## config.mk

```make
export PLATFORM = sky130hd
export DESIGN_NAME = fetch_unit
export DESIGN_NICKNAME = d
export VERILOG_FILES = /design/src/rtl/fetch_pkg.sv /design/src/rtl/fetch_hold_buf.sv /design/src/rtl/fetch_unit.sv
export SDC_FILE = /design/constraint.sdc
export NUM_CORES = 1
export LEC_CHECK = 0
export BUFFER_PORTS_ARGS = -buffer_cell sky130_fd_sc_hd__buf_2
export CAP_MARGIN = 15
export CORE_AREA = 5 5 101 103
export CTS_CLUSTER_DIAMETER = 30
export DETAILED_ROUTE_END_ITERATION = 10
export DIE_AREA = 0 0 106 108
export GPL_TIMING_DRIVEN = 0
export PLACE_DENSITY = 0.89
export RECOVER_POWER = 25
export SYNTH_ARGS = -nofsm -noshare
export SYNTH_HDL_FRONTEND = slang
export SYNTH_SLANG_ARGS = --single-unit
```

## constraint.sdc

```tcl
create_clock -name clk_i -period 3 [get_ports clk_i]
set_input_delay 0.6 -clock clk_i [delete_from_list [all_inputs] [get_ports clk_i]]
set_output_delay 0.6 -clock clk_i [all_outputs]
set_load 0.1 [all_outputs]
```

## src/rtl/fetch_pkg.sv

```systemverilog
// ============================================================================
// Module  : fetch_pkg
// Brief   : Shared types and constants for the IF stage.
// Revision: 1.0 - initial release
// ============================================================================
`default_nettype none

package fetch_pkg;

  typedef enum logic [1:0] {
    S_REQ  = 2'd0,
    S_WAIT = 2'd1,
    S_HOLD = 2'd2
  } fetch_state_e;

  localparam logic [31:0] DEFAULT_NOP_INSTR = 32'h0000_0013;
  localparam logic [31:0] INSTR_BYTES       = 32'd4;

endpackage : fetch_pkg

`default_nettype wire

```

## src/rtl/fetch_hold_buf.sv

```systemverilog
// ============================================================================
// Module  : fetch_hold_buf
// Brief   : One-entry instruction holding register with load/clear and full flag.
// Revision: 1.0 - initial release
// ============================================================================
`default_nettype none

module fetch_hold_buf #(
  parameter int WIDTH = 32
) (
  input  logic             clk_i,
  input  logic             rst_i,
  input  logic             load_i,
  input  logic             clear_i,
  input  logic [WIDTH-1:0] data_i,
  output logic [WIDTH-1:0] data_o,
  output logic             full_o
);

  logic [WIDTH-1:0] r_data;
  logic             r_full;

  // Load wins over clear so a capture is never lost to a stale clear.
  always_ff @(posedge clk_i) begin
    if (!rst_i) begin
      r_data <= '0;
      r_full <= 1'b0;
    end else if (load_i) begin
      r_data <= data_i;
      r_full <= 1'b1;
    end else if (clear_i) begin
      r_full <= 1'b0;
    end
  end

  assign data_o = r_data;
  assign full_o = r_full;

endmodule : fetch_hold_buf

`default_nettype wire

```

## src/rtl/fetch_unit.sv

```systemverilog
// ============================================================================
// Module  : fetch_unit
// Brief   : RV32 IF stage: PC ownership, imem req/gnt/rvalid fetch, stall hold,
//           redirect flush of the in-flight fetch.
// Revision: 1.0 - initial release
// ============================================================================
`default_nettype none

module fetch_unit
  import fetch_pkg::*;
#(
  parameter logic [31:0] RESET_PC  = 32'h0000_0000,
  parameter logic [31:0] NOP_INSTR = DEFAULT_NOP_INSTR
) (
  input  logic        clk_i,
  input  logic        rst_i,
  input  logic        stall_i,
  input  logic        redirect_i,
  input  logic [31:0] redirect_pc_i,
  output logic        imem_req_o,
  output logic [31:0] imem_addr_o,
  input  logic        imem_gnt_i,
  input  logic        imem_rvalid_i,
  input  logic [31:0] imem_rdata_i,
  output logic [31:0] PC_o,
  output logic [31:0] instruc_o,
  output logic        valid_o
);

  fetch_state_e r_state;
  logic [31:0]  r_pc;
  logic         r_kill;

  logic [31:0]  w_redirect_target;
  logic [31:0]  w_pc_next;
  logic         w_resp_live;
  logic         w_hold_valid;
  logic         w_buf_load;
  logic         w_buf_clear;
  logic [31:0]  w_buf_data;
  logic         w_buf_full;

  assign w_redirect_target = redirect_pc_i & 32'hFFFF_FFFC;
  assign w_pc_next         = r_pc + INSTR_BYTES;

  // A response is only usable if it was not killed and no redirect arrives with it.
  assign w_resp_live  = (r_state == S_WAIT) && imem_rvalid_i && !r_kill && !redirect_i;
  assign w_hold_valid = (r_state == S_HOLD) && w_buf_full && !redirect_i;

  assign w_buf_load  = rst_i && w_resp_live && stall_i;
  assign w_buf_clear = (r_state == S_HOLD) && (redirect_i || !stall_i);

  fetch_hold_buf #(
    .WIDTH (32)
  ) u_hold_buf (
    .clk_i   (clk_i),
    .rst_i   (rst_i),
    .load_i  (w_buf_load),
    .clear_i (w_buf_clear),
    .data_i  (imem_rdata_i),
    .data_o  (w_buf_data),
    .full_o  (w_buf_full)
  );

  always_ff @(posedge clk_i) begin
    if (!rst_i) begin
      r_state <= S_REQ;
      r_pc    <= RESET_PC;
      r_kill  <= 1'b0;
    end else begin
      unique case (r_state)
        S_REQ: begin
          if (imem_gnt_i) begin
            r_state <= S_WAIT;
            r_kill  <= redirect_i;
          end
          if (redirect_i) r_pc <= w_redirect_target;
        end
        S_WAIT: begin
          if (imem_rvalid_i) begin
            r_kill <= 1'b0;
            if (redirect_i) begin
              r_pc    <= w_redirect_target;
              r_state <= S_REQ;
            end else if (r_kill) begin
              r_state <= S_REQ;
            end else if (stall_i) begin
              r_state <= S_HOLD;
            end else begin
              r_pc    <= w_pc_next;
              r_state <= S_REQ;
            end
          end else if (redirect_i) begin
            r_kill <= 1'b1;
            r_pc   <= w_redirect_target;
          end
        end
        S_HOLD: begin
          if (redirect_i) begin
            r_pc    <= w_redirect_target;
            r_state <= S_REQ;
          end else if (!stall_i) begin
            r_pc    <= w_pc_next;
            r_state <= S_REQ;
          end
        end
        default: r_state <= S_REQ;
      endcase
    end
  end

  // Outputs are gated by reset so nothing leaks while the core is held in reset.
  assign imem_req_o  = rst_i && (r_state == S_REQ);
  assign imem_addr_o = r_pc;
  assign PC_o        = r_pc;
  assign valid_o     = rst_i && (w_resp_live || w_hold_valid);
  assign instruc_o   = !valid_o                ? NOP_INSTR  :
                       (r_state == S_HOLD)     ? w_buf_data : imem_rdata_i;

endmodule : fetch_unit

`default_nettype wire
```

## Word-level counts from Yosys, hierarchy flattened

Index checks and enable logic that the tools add are counted.

| storage, ports and cells | value |
|---|---|
| bits in registers | 68 |
| input port bits | 70 |
| word-level logic and storage cells | 58 |

| operators by class | value |
|---|---|
| add/subtract/negate cells | 1 |
| eq/ne operators | 7 |
| multiplexer cells | 23 |
| reductions and logical operators | 22 |

Operator list:

| operator | number |
|---|---|
| $mux W32 | 8 |
| $pmux W32 S3 | 1 |
| $add A32 B3 Y32 const B | 1 |
| $mux W2 | 7 |
| $logic_and A1 B1 Y1 | 10 |
| $ne A3 B3 Y1 const B | 2 |
| $pmux W2 S3 | 1 |
| $reduce_and A3 Y1 | 2 |
| $mux W1 | 5 |
| $ne A2 B2 Y1 const B | 2 |
| $ne A4 B4 Y1 const B | 1 |
| $reduce_bool A2 Y1 | 2 |
| $logic_not A1 Y1 | 3 |
| $reduce_bool A3 Y1 | 1 |
| $eq A2 B1 Y1 const B | 1 |
| $eq A2 B2 Y1 const B | 1 |
| $logic_not A2 Y1 | 1 |
| $logic_or A1 B1 Y1 | 2 |
| $pmux W1 S2 | 1 |
| $reduce_and A2 Y1 | 1 |

## Longest topological paths before layout

Gate-level depths: netlist of run 1.

| logic depth | value |
|---|---|
| depth after elaboration | 7 |
| mapped depth | 10 |
| depth with buffers taken out | 7 |

## Cells and area by module

A second synthesis of run 1 with hierarchy kept.

| unflattened totals | value |
|---|---|
| cell total of the unflattened synthesis | 549 |
| area, all modules | 4604.4 sq um |

By module, submodules not included:

| module | instances | cells each | area an instance (sq um) | sequential area each (sq um) |
|---|---|---|---|---|
| fetch_unit | 1 | 443 | 3326.9 | 700.7 |
| fetch_hold_buf | 1 | 106 | 1277.5 | 660.6 |

## Worst setup path after synthesis of run 1

No wires, ideal clock.

| timing path | value |
|---|---|
| path type | input -> output |
| from | input redirect_i |
| to | output instruc_o[0] |
| data arrival time | 2.962 ns |
| data required time | 2.400 ns |
| setup slack | -0.562 ns |
| stages on the path | 7 |
| path buffers | 3 |
| cells stage by stage | clkbuf_8 -> inv_1 -> buf_1 -> nand3_1 -> clkbuf_1 -> inv_1 -> nand2_1 |

| on the way | value |
|---|---|
| word-level cells in the longest chain between the ends | 5 |
| elaborated cells on any way between the ends | 6 |
| classes of those cells | mux: 1; reduce/logical: 5 |

RTL lines:

| element | RTL line | RTL |
|---|---|---|
| start, declared | fetch_unit.sv:18 | `input logic redirect_i,` |
| $logic_not A1 Y1 * | fetch_unit.sv:47, fetch_unit.sv:48 |  |
| $logic_and A1 B1 Y1 (on tied branches) | fetch_unit.sv:47, fetch_unit.sv:48 |  |
| $logic_or A1 B1 Y1 * | fetch_unit.sv:116 | `assign valid_o = rst_i && (w_resp_live \|\| w_hold_valid);` |
| $logic_and A1 B1 Y1 * | fetch_unit.sv:116 |  |
| via valid_o | fetch_unit.sv:27 | `output logic valid_o` |
| $mux W32 * | fetch_unit.sv:117 | `assign instruc_o = !valid_o ? NOP_INSTR :` |
| end, declared | fetch_unit.sv:26 | `output logic [31:0] instruc_o,` |

The timed path passes the listed nets; every way through them passes the cells marked *.

## Worst setup path after layout of run 1

| timing path | value |
|---|---|
| from | register r_state[0] |
| to | output instruc_o[8] |

| on the way | value |
|---|---|
| word-level cells in the longest chain between the ends | 7 |
| elaborated cells on any way between the ends | 11 |
| classes of those cells | eq/ne: 2; mux: 2; reduce/logical: 7 |

RTL lines:

| element | RTL line | RTL |
|---|---|---|
| start, declared | fetch_unit.sv:30 | `fetch_state_e r_state;` |
| start signal, assigned | fetch_unit.sv:67 | `r_state <= S_REQ;` |
| start signal, assigned | fetch_unit.sv:74 | `r_state <= S_WAIT;` |
| start signal, assigned | fetch_unit.sv:84 | `r_state <= S_REQ;` |
| $eq A2 B1 Y1 | fetch_unit.sv:47 | `assign w_resp_live = (r_state == S_WAIT) && imem_rvalid_i && !r_kill && !redirect_i;` |
| $logic_and A1 B1 Y1 (3 in a row) | fetch_unit.sv:47 |  |
| $logic_or A1 B1 Y1 | fetch_unit.sv:116 |  |
| $logic_and A1 B1 Y1 | fetch_unit.sv:116 |  |
| $mux W32 * | fetch_unit.sv:117 |  |

Mark *: on every way between the ends. The rest lies on a longest branch, timed or not.

==> results.ini, run 1 <==
[sta]
fin_tns_setup_ns=0
fmax_mhz=357
hold_slack_ns=0.457
worst_slew_pin_slew_ns=1.20
fin_crit_sh=0.934
relSlewSlack=0.204
finalCriticalPeriod_ns=2.80
setup_viol=0
rsz0062_at_grt=false
finalHoldViolCount=0
fin_skew_ns=0.00901
drv_slew=0

[cts]
cts_root_buf=clkbuf_8
clkSlewWorstSetupHoldPaths_ns=0.08
insertion_delay_ns=0.36
cts_setup_buffers=0
cts_tree=built
cts_max_level=3
clock_path_buffers=2
cts_buffers=9
cts.sinks=68
cts_hold_buf=0

[global_route]
grt_pass1_wl_mm=24.5
grt-ovfl-total=0
grtUsageTotal=0.263
grt_pass1_vias=5001
grt_max_degree=17
antenna_found_initial=0

[yosys]
ys_seq_elements=68
synth_common_cells=100 x nand2_1, 68 x dfxtp_1, 64 x a21oi_1, 49 x nor2_1, 36 x mux2i_1
synth_top_family_by_area=compound AO/OA/AOI/OAI gates
synthXorXnorAreaFrac=0.00194
synth_fa_ha_area_frac=0.0139
syn_nets=661
yosys-top-cells-area=dfxtp_1 30%, nand2_1 8.3%, mux2i_1 8.0%
synth_ff_type=dfxtp_1
synth-simple-area-share=0.240
synth_most_common_cell=nand2_1
ys_types=74
synthCells=586
synth_top_area_cell=dfxtp_1
syn_area_um2=4510
yosysWarningCount=0
postSynth.asyncResetShare=0
synth_mux_area_frac=0.0824
seq_area_frac_synth=0.302
synth_edf_count=0
synth_top_area_frac=0.302
postSynthAreaPerCell_um2=7.70
synth_compound_area_frac=0.243

[worst_setup_path]
start_kind=flip-flop
crit_fanout=11
cp_slowest_cell=buf_2
path_class=flip-flop to output pin
cp_num_buf_inv=3
crit_required_ns=2.40
crit_family=buffers and inverters
worst_ep_arrival_time_ns=2.20
crit_top_cell=nand2_1
worstPathCellList=inv_1, ha_2, nand2_1, nand2_1, nand3_1, clkbuf_2, nor2_1, buf_2
critPathMaxStageDelay_ns=0.43
endpoint_kind=output pin

[routing]
via_per_inst=6.09
routedWlPerCell_um=17.9
drc=0
firstDrtPassIters=7
drt-total-wl_mm=15.7
first_iter_violations=385
drtAntennaViolNets=0
num_vias=5327

[layout]
utilization=0.632
drive_gt1_frac=0.289
diodes=0
final_nets=834
nFillCells=813
syn2layout_area_growth_pct=27.6

[run]
maxCapViolations=0

[hold_path]
hold_class=flip-flop to flip-flop

[floorplan]
die_h_um=108
ios=168
fp-row-count=35
initial_core_util=0.495
die_x_um=106
die_area_um2=11400
core_um2=9110

[placement]
routabilityCongestion=0.938
port_buffers=165
place_hpwl_mm=11.1

[power_and_ir_drop]
power_density_nw_per_um2=537
peakVddDrop_uv=319
p_leak_nw=2.44

[outcome]
status=finished clean

cell usage in the layout, fill, tap and decap left out, types with 5 or more instances in the layout:
cell type	Yosys	final
nor3_1	8	8
and3_1	8	8
buf_4	33	60
a21oi_1	64	64
a31oi_1	12	12
nand3_1	10	10
a311oi_1	6	6
inv_1	13	12
o21ai_0	27	27
a211oi_1	8	8
o221a_2	5	5
nor2_1	49	49
clkbuf_8	4	15
buf_2	0	101
o21a_1	6	6
clkbuf_1	32	63
dfxtp_1	68	68
mux2i_1	36	36
nand2_1	100	97
nand4_1	9	9
logic make-up (layout without fill, tap and decap cells):
group | Yosys count | after routing
AND/OR/NAND/NOR | 220 | 220
flip-flops | 68 | 68
buffers and inverters | 90 | 268
AO/OA/AOI/OAI | 165 | 165
multiplexers | 37 | 37
XOR/XNOR | 1 | 1
adder cells (fa/ha/maj) | 5 | 5
flip-flops by register name, summed over array words and instances, names as in the netlist:
name and count:
PC_o 32, u_hold_buf.data_o 32, r_state 2, r_kill 1, u_hold_buf.full_o 1
through the flow:
stage                     cells  cell area, um2  setup WS (ns)  total power (W)
after CTS                   876            5790        0.00300          0.00309
final                       875            5760          0.199          0.00309
after detailed placement    862            5480         -0.228          0.00219
after floorplan             586            4520         -0.378          0.00195
after global routing        875            5760         0.0369          0.00321
after global placement      862            5480         -0.258          0.00218
worst reg2reg max path, stage by stage, from the launching register on:
cell      delay (ns)
dfxtp_1         0.40
inv_1           0.09
ha_1            0.32
or3b_2          0.45
clkbuf_1        0.25
clkbuf_1        0.33
o21a_1          0.21
o221ai_1        0.21
a21oi_1         0.07
timing repair:
action | CTS | global route
setup endpoints to repair | 33 | 33
hold endpoints to repair | 0 | 0
gates resized for setup | 32 | 11
cell type report:
cell class	instances	area, um2	area share
Multi-Input combinational cell	428	2640	0.458
Sequential cell	68	1360	0.236
Timing Repair Buffer	165	862	0.150
Buffer	74	472	0.0819
Clock buffer	11	151	0.0263
Tap cell	111	139	0.0241
Clock inverter	5	83.8	0.0146
Inverter	13	52.6	0.00912
metal layers:
metal,global-route usage,part of all wire,up-vias
li1,-,-,2431
met1,0.309,0.36,2375
met2,0.446,0.45,443
met3,0.0746,0.14,78
met4,0.121,0.041,0
met5,0,0,-
worst paths after layout:
check                        start               endpoint  slack [ns]  cells past startpoint
max                     r_state[0]           instruc_o[8]        0.20                      8
min          u_hold_buf.data_o[21]  u_hold_buf.data_o[21]        0.46                      2
max reg2reg             r_state[0]               PC_o[27]        0.52                      8
min reg2reg  u_hold_buf.data_o[21]  u_hold_buf.data_o[21]        0.46                      2
report_power, final:
group	internal, W	switching [W]	leakage, nW
Clock	0.000515	0.000395	0.112
Combinational	0.000267	0.000894	1.77
Sequential	0.000950	0.0000724	0.554
Total	0.00173	0.00136	2.44
(Power assumes the default switching activity.)
==> run 2, diff against run 1 <==
--- a/config.mk
+++ b/config.mk
@@ -7,12 +7,12 @@
 export LEC_CHECK = 0
 export BUFFER_PORTS_ARGS = -buffer_cell sky130_fd_sc_hd__buf_2
 export CAP_MARGIN = 15
-export CORE_AREA = 5 5 101 103
+export CORE_AREA = 5 5 107 109
 export CTS_CLUSTER_DIAMETER = 30
 export DETAILED_ROUTE_END_ITERATION = 10
-export DIE_AREA = 0 0 106 108
+export DIE_AREA = 0 0 112 114
 export GPL_TIMING_DRIVEN = 0
-export PLACE_DENSITY = 0.89
+export PLACE_DENSITY = 0.72
 export RECOVER_POWER = 25
 export SYNTH_ARGS = -nofsm -noshare
 export SYNTH_HDL_FRONTEND = slang
==> results.ini, run 2 (synthesis results as in run 1) <==
[global_route]
grt-ovfl-total=0
grtUsageTotal=0.239
grt_pass1_wl_mm=25.0
grt_pass1_vias=4946
antenna_found_initial=0
grt_max_degree=17

[worst_setup_path]
worst_ep_arrival_time_ns=2.23
crit_fanout=16
start_kind=input pin
path_class=input pin to output pin
crit_required_ns=2.40
endpoint_kind=output pin

[layout]
utilization=0.549
diodes=0
nFillCells=1039
syn2layout_area_growth_pct=27.8
final_cells=904
final_cell_mix=97 x nand2_1, 97 x buf_2, 68 x dfxtp_1, 66 x clkbuf_1
drive_gt1_frac=0.287
final_nets=834
stdcell_area_um2=5770

[cts]
cts_hold_buf=0
cts_setup_buffers=0
clkSlewWorstSetupHoldPaths_ns=0.07
cts_max_level=3
clock_path_buffers=2
cts_root_buf=clkbuf_8
cts_buffers=9
cts-resized-gates=40
cts_tree=built
cts.sinks=68
insertion_delay_ns=0.36

[sta]
fin_crit_sh=0.944
drv_slew=0
finalCriticalPeriod_ns=2.83
finalHoldViolCount=0
worst_slew_pin_slew_ns=1.18
fin_tns_setup_ns=0
rsz0062_at_grt=false
fin_skew_ns=0.00788
relSlewSlack=0.216
setup_viol=0
fmax_mhz=353

[power_and_ir_drop]
p_seq_frac=0.344
p_leak_nw=2.42
power_frac_comb=0.390
p_total_w=0.00298
power_density_nw_per_um2=516
peakVddDrop_uv=211
p_clk_frac=0.266
switchingPower_w=0.00137
p_int_w=0.00160
swShare=0.461

[placement]
port_buffers=165
place_hpwl_mm=11.8
routabilityCongestion=0.914
placed_area_um2=5520
place_inst=891

[run]
maxCapViolations=0

[floorplan]
die_x_um=112
ios=168
fp-row-count=38
core_um2=10500
die_h_um=114
die_area_um2=12800
initial_core_util=0.429

[hold_path]
hold_class=flip-flop to flip-flop

[routing]
routedWlPerCell_um=17.4
first_iter_violations=401
drtAntennaViolNets=0
firstDrtPassIters=7
num_vias=5115
drt-total-wl_mm=15.7
via_per_inst=5.66
drc=0

[outcome]
status=finished clean

==> run 2: worst paths after layout <==
| check | cells past startpoint | slack (ns) | start | to |
|---|---|---|---|---|
| max | 8 | 0.17 | redirect_i | instruc_o[0] |
| min | 2 | 0.46 | u_hold_buf.data_o[21] | u_hold_buf.data_o[21] |
| max reg2reg | 8 | 0.44 | r_state[0] | PC_o[28] |
| min reg2reg | 2 | 0.46 | u_hold_buf.data_o[21] | u_hold_buf.data_o[21] |
==> run 2: final cells by class <==
cell class                 instances  area [um2]  area share
buffer                            74         472      0.0818
tap                              140         175      0.0304
clock inverter                     7        76.3      0.0132
clock buffer                       9         124      0.0215
timing repair buffer             165         868       0.151
sequential                        68        1360       0.236
multi-input combinational        428        2640       0.457
inverter                          13        52.6     0.00911
==> run 2: through the flow <==
stage / setup WS [ns] / hold slack, ns
after floorplan: -0.378 / 0.436
after global placement: -0.221 / 0.441
after detailed placement: -0.267 / 0.449
after CTS: 0.0248 / 0.460
after global routing: 0.0341 / 0.480
final: 0.168 / 0.457
==> run 2: critical path: stages <==
cell and delay (ns):
clkbuf_1 0.15, clkbuf_8 0.21, clkinvlp_4 0.28, nand3_1 0.23
clkbuf_2 0.26, inv_1 0.15, nand2_2 0.08, buf_4 0.28
==> run 2: power by group through the flow <==
stage / clock (W) / combinational, W / sequential [W]
final: 0.000792 / 0.00116 / 0.00102
after global routing: 0.000832 / 0.00122 / 0.00103
after CTS: 0.000797 / 0.00116 / 0.00102
after detailed placement: 0 / 0.00116 / 0.00104
after global placement: 0 / 0.00115 / 0.00104
after floorplan: 0 / 0.000681 / 0.00127
==> run 2: layer usage <==
layer	GRT usage	wire [um]	vias to the layer above
met5	0	0	-
met4	0.0962	383	0
met3	0.0568	1550	42
met2	0.410	7230	296
met1	0.290	6550	2354
li1	-	-	2423
==> run 3, diff against run 2 <==
--- a/config.mk
+++ b/config.mk
@@ -7,10 +7,10 @@
 export LEC_CHECK = 0
 export BUFFER_PORTS_ARGS = -buffer_cell sky130_fd_sc_hd__buf_2
 export CAP_MARGIN = 15
-export CORE_AREA = 5 5 107 109
+export CORE_AREA = 2 2 104 106
 export CTS_CLUSTER_DIAMETER = 30
 export DETAILED_ROUTE_END_ITERATION = 10
-export DIE_AREA = 0 0 112 114
+export DIE_AREA = 0 0 106 108
 export GPL_TIMING_DRIVEN = 0
 export PLACE_DENSITY = 0.72
 export RECOVER_POWER = 25
==> constraint.sdc (replaced) <==
create_clock -name clk_i -period 3.1 [get_ports clk_i]
set_input_delay 0.62 -clock clk_i [delete_from_list [all_inputs] [get_ports clk_i]]
set_output_delay 0.62 -clock clk_i [all_outputs]
set_load 0.1 [all_outputs]
==> results.ini, run 3 (synthesis results as in run 1) <==
[layout]
multi_input_area_um2=2640
nFillCells=1007
drive_gt1_frac=0.284
syn2layout_area_growth_pct=28.3
final_cell_mix=100 x buf_2, 97 x nand2_1, 68 x dfxtp_1, 66 x clkbuf_1, 64 x a21oi_1
final_cells=901
final_nets=834
utilization=0.566
layout_commonest_cell=buf_2
seq_area_um2=1360
stdcell_area_um2=5790

[placement]
place_hpwl_mm=11.3
placed_area_um2=5520
dp_slack_ns=-0.184
place_inst=887
routabilityCongestion=0.893
port_buffers=165

[sta]
fin_skew_ns=0.0104
finalHoldViolCount=0
finalCriticalPeriod_ns=2.98
relSlewSlack=0.216
setup_slack_ns=0.116
fmax_mhz=335
rsz0062_at_grt=false
worst_slew_pin_slew_ns=1.18
fin_crit_sh=0.963
setup_viol=0
drv_slew=0

[floorplan]
die_area_um2=11400
die_x_um=106
initial_core_util=0.441
core_um2=10200
ios=168
fp-row-count=37
die_h_um=108

[power_and_ir_drop]
p_clk_frac=0.303
power_density_nw_per_um2=523
switchingPower_w=0.00131
power_frac_comb=0.370
p_seq_frac=0.327
peakVddDrop_uv=323
p_int_w=0.00171
swShare=0.434
p_leak_nw=2.45
p_total_w=0.00303

[global_route]
grtUsageTotal=0.267
grt_pass1_wl_mm=24.4
grt_pass1_vias=4916
grt_max_degree=17
grt-ovfl-total=0
antenna_found_initial=0

[hold_path]
worstHoldEndpoint=u_hold_buf.data_o[22]
min_from=u_hold_buf.data_o[22]
min_path_cells=2
hold_class=flip-flop to flip-flop

[routing]
drc=0
drt-total-wl_mm=15.5
via_per_inst=5.74
firstDrtPassIters=5
num_vias=5172
first_iter_violations=340
drtAntennaViolNets=0
routedWlPerCell_um=17.2

[worst_setup_path]
reg2reg_depth=8
path_class=input pin to output pin
r2r_end=PC_o[28]
cp_slowest_cell=inv_1
critPathMaxStageDelay_ns=0.41
worst_ep_arrival_time_ns=2.36
rr_startpoint=r_state[0]
start_kind=input pin
crit_fanout=16
endpoint_kind=output pin
reg2reg_slack_ns=0.54
crit_required_ns=2.48
worstPathCellList=buf_2, clkbuf_8, inv_1, nand3_1, clkbuf_1, nor2_1, buf_4

[outcome]
status=finished clean

[cts]
clkSlewWorstSetupHoldPaths_ns=0.08
clock_path_buffers=2
cts_root_buf=clkbuf_8
cts_max_level=3
cts_buffers=9
cts_hold_buf=0
cts_tree=built
insertion_delay_ns=0.36
cts.sinks=68

[run]
maxCapViolations=0

## run 3: changes by cell type in the layout (fill, tap and decap cells not counted), sizes merged
cell,delta
clkinvlp,-3
buf,-5
bufinv,+2
diode,+1
clkbuf,+6
## run 3: worst max path at each step
| stage | slack, ns | endpoint | start | cells past startpoint |
|---|---|---|---|---|
| 6_report | 0.12 | instruc_o[14] | redirect_i | 7 |
| 5_1_grt | 0.04 | instruc_o[6] | r_state[1] | 8 |
| 3_5_place_dp | -0.18 | valid_o | redirect_i | 8 |
| 3_3_place_gp | -0.19 | valid_o | redirect_i | 8 |
| 2_1_floorplan | -0.32 | instruc_o[11] | redirect_i | 6 |
| 4_1_cts | 0.01 | instruc_o[31] | r_state[1] | 9 |
## run 3: cell type report
cell class | instances | share of cell area
multi-input combinational | 428 | 0.455
sequential | 68 | 0.235
timing repair buffer | 165 | 0.149
buffer | 74 | 0.0813
tap | 136 | 0.0294
clock buffer | 10 | 0.0220
clock inverter | 6 | 0.0195
inverter | 13 | 0.00843
antenna | 1 | 0.000432
## run 3: repair_timing
item / 4_1_cts / 5_1_grt
setup endpoints to repair: 33 / 32
setup buffers: 0 / 0
pin swaps: 0 / 0
gates resized for setup: 29 / 8
## run 3: power by group through the flow
stage / Sequential, W / Clock (W) / Combinational, W
floorplan: 0.00123 / 0 / 0.000659
global placement: 0.00100 / 0 / 0.00111
detailed placement: 0.00101 / 0 / 0.00112
CTS: 0.000986 / 0.000924 / 0.00112
global route: 0.000996 / 0.000963 / 0.00117
finish: 0.000990 / 0.000917 / 0.00112
## run 3: worst max-delay path: cells and delay by family
kind	cells	cell delay, ns
buf+inv	5	1.29
simple gates	2	0.44
## run 3: per-stage QoR
step,hold slack [ns],TNS [ns]
detailed placement,0.446,-4.30
floorplan,0.436,-10.13
finish,0.457,0
global route,0.473,0
CTS,0.457,0
global placement,0.442,-4.56
## run 3: per-layer routing
layer  part of all wire  vias up  track usage  wire [um]
met3               0.10       31       0.0567       1610
li1                   -     2429            -          -
met4              0.023        0        0.126        361
met1               0.41     2406        0.335       6310
met5                  0        -            0          0
met2               0.47      306        0.441       7210
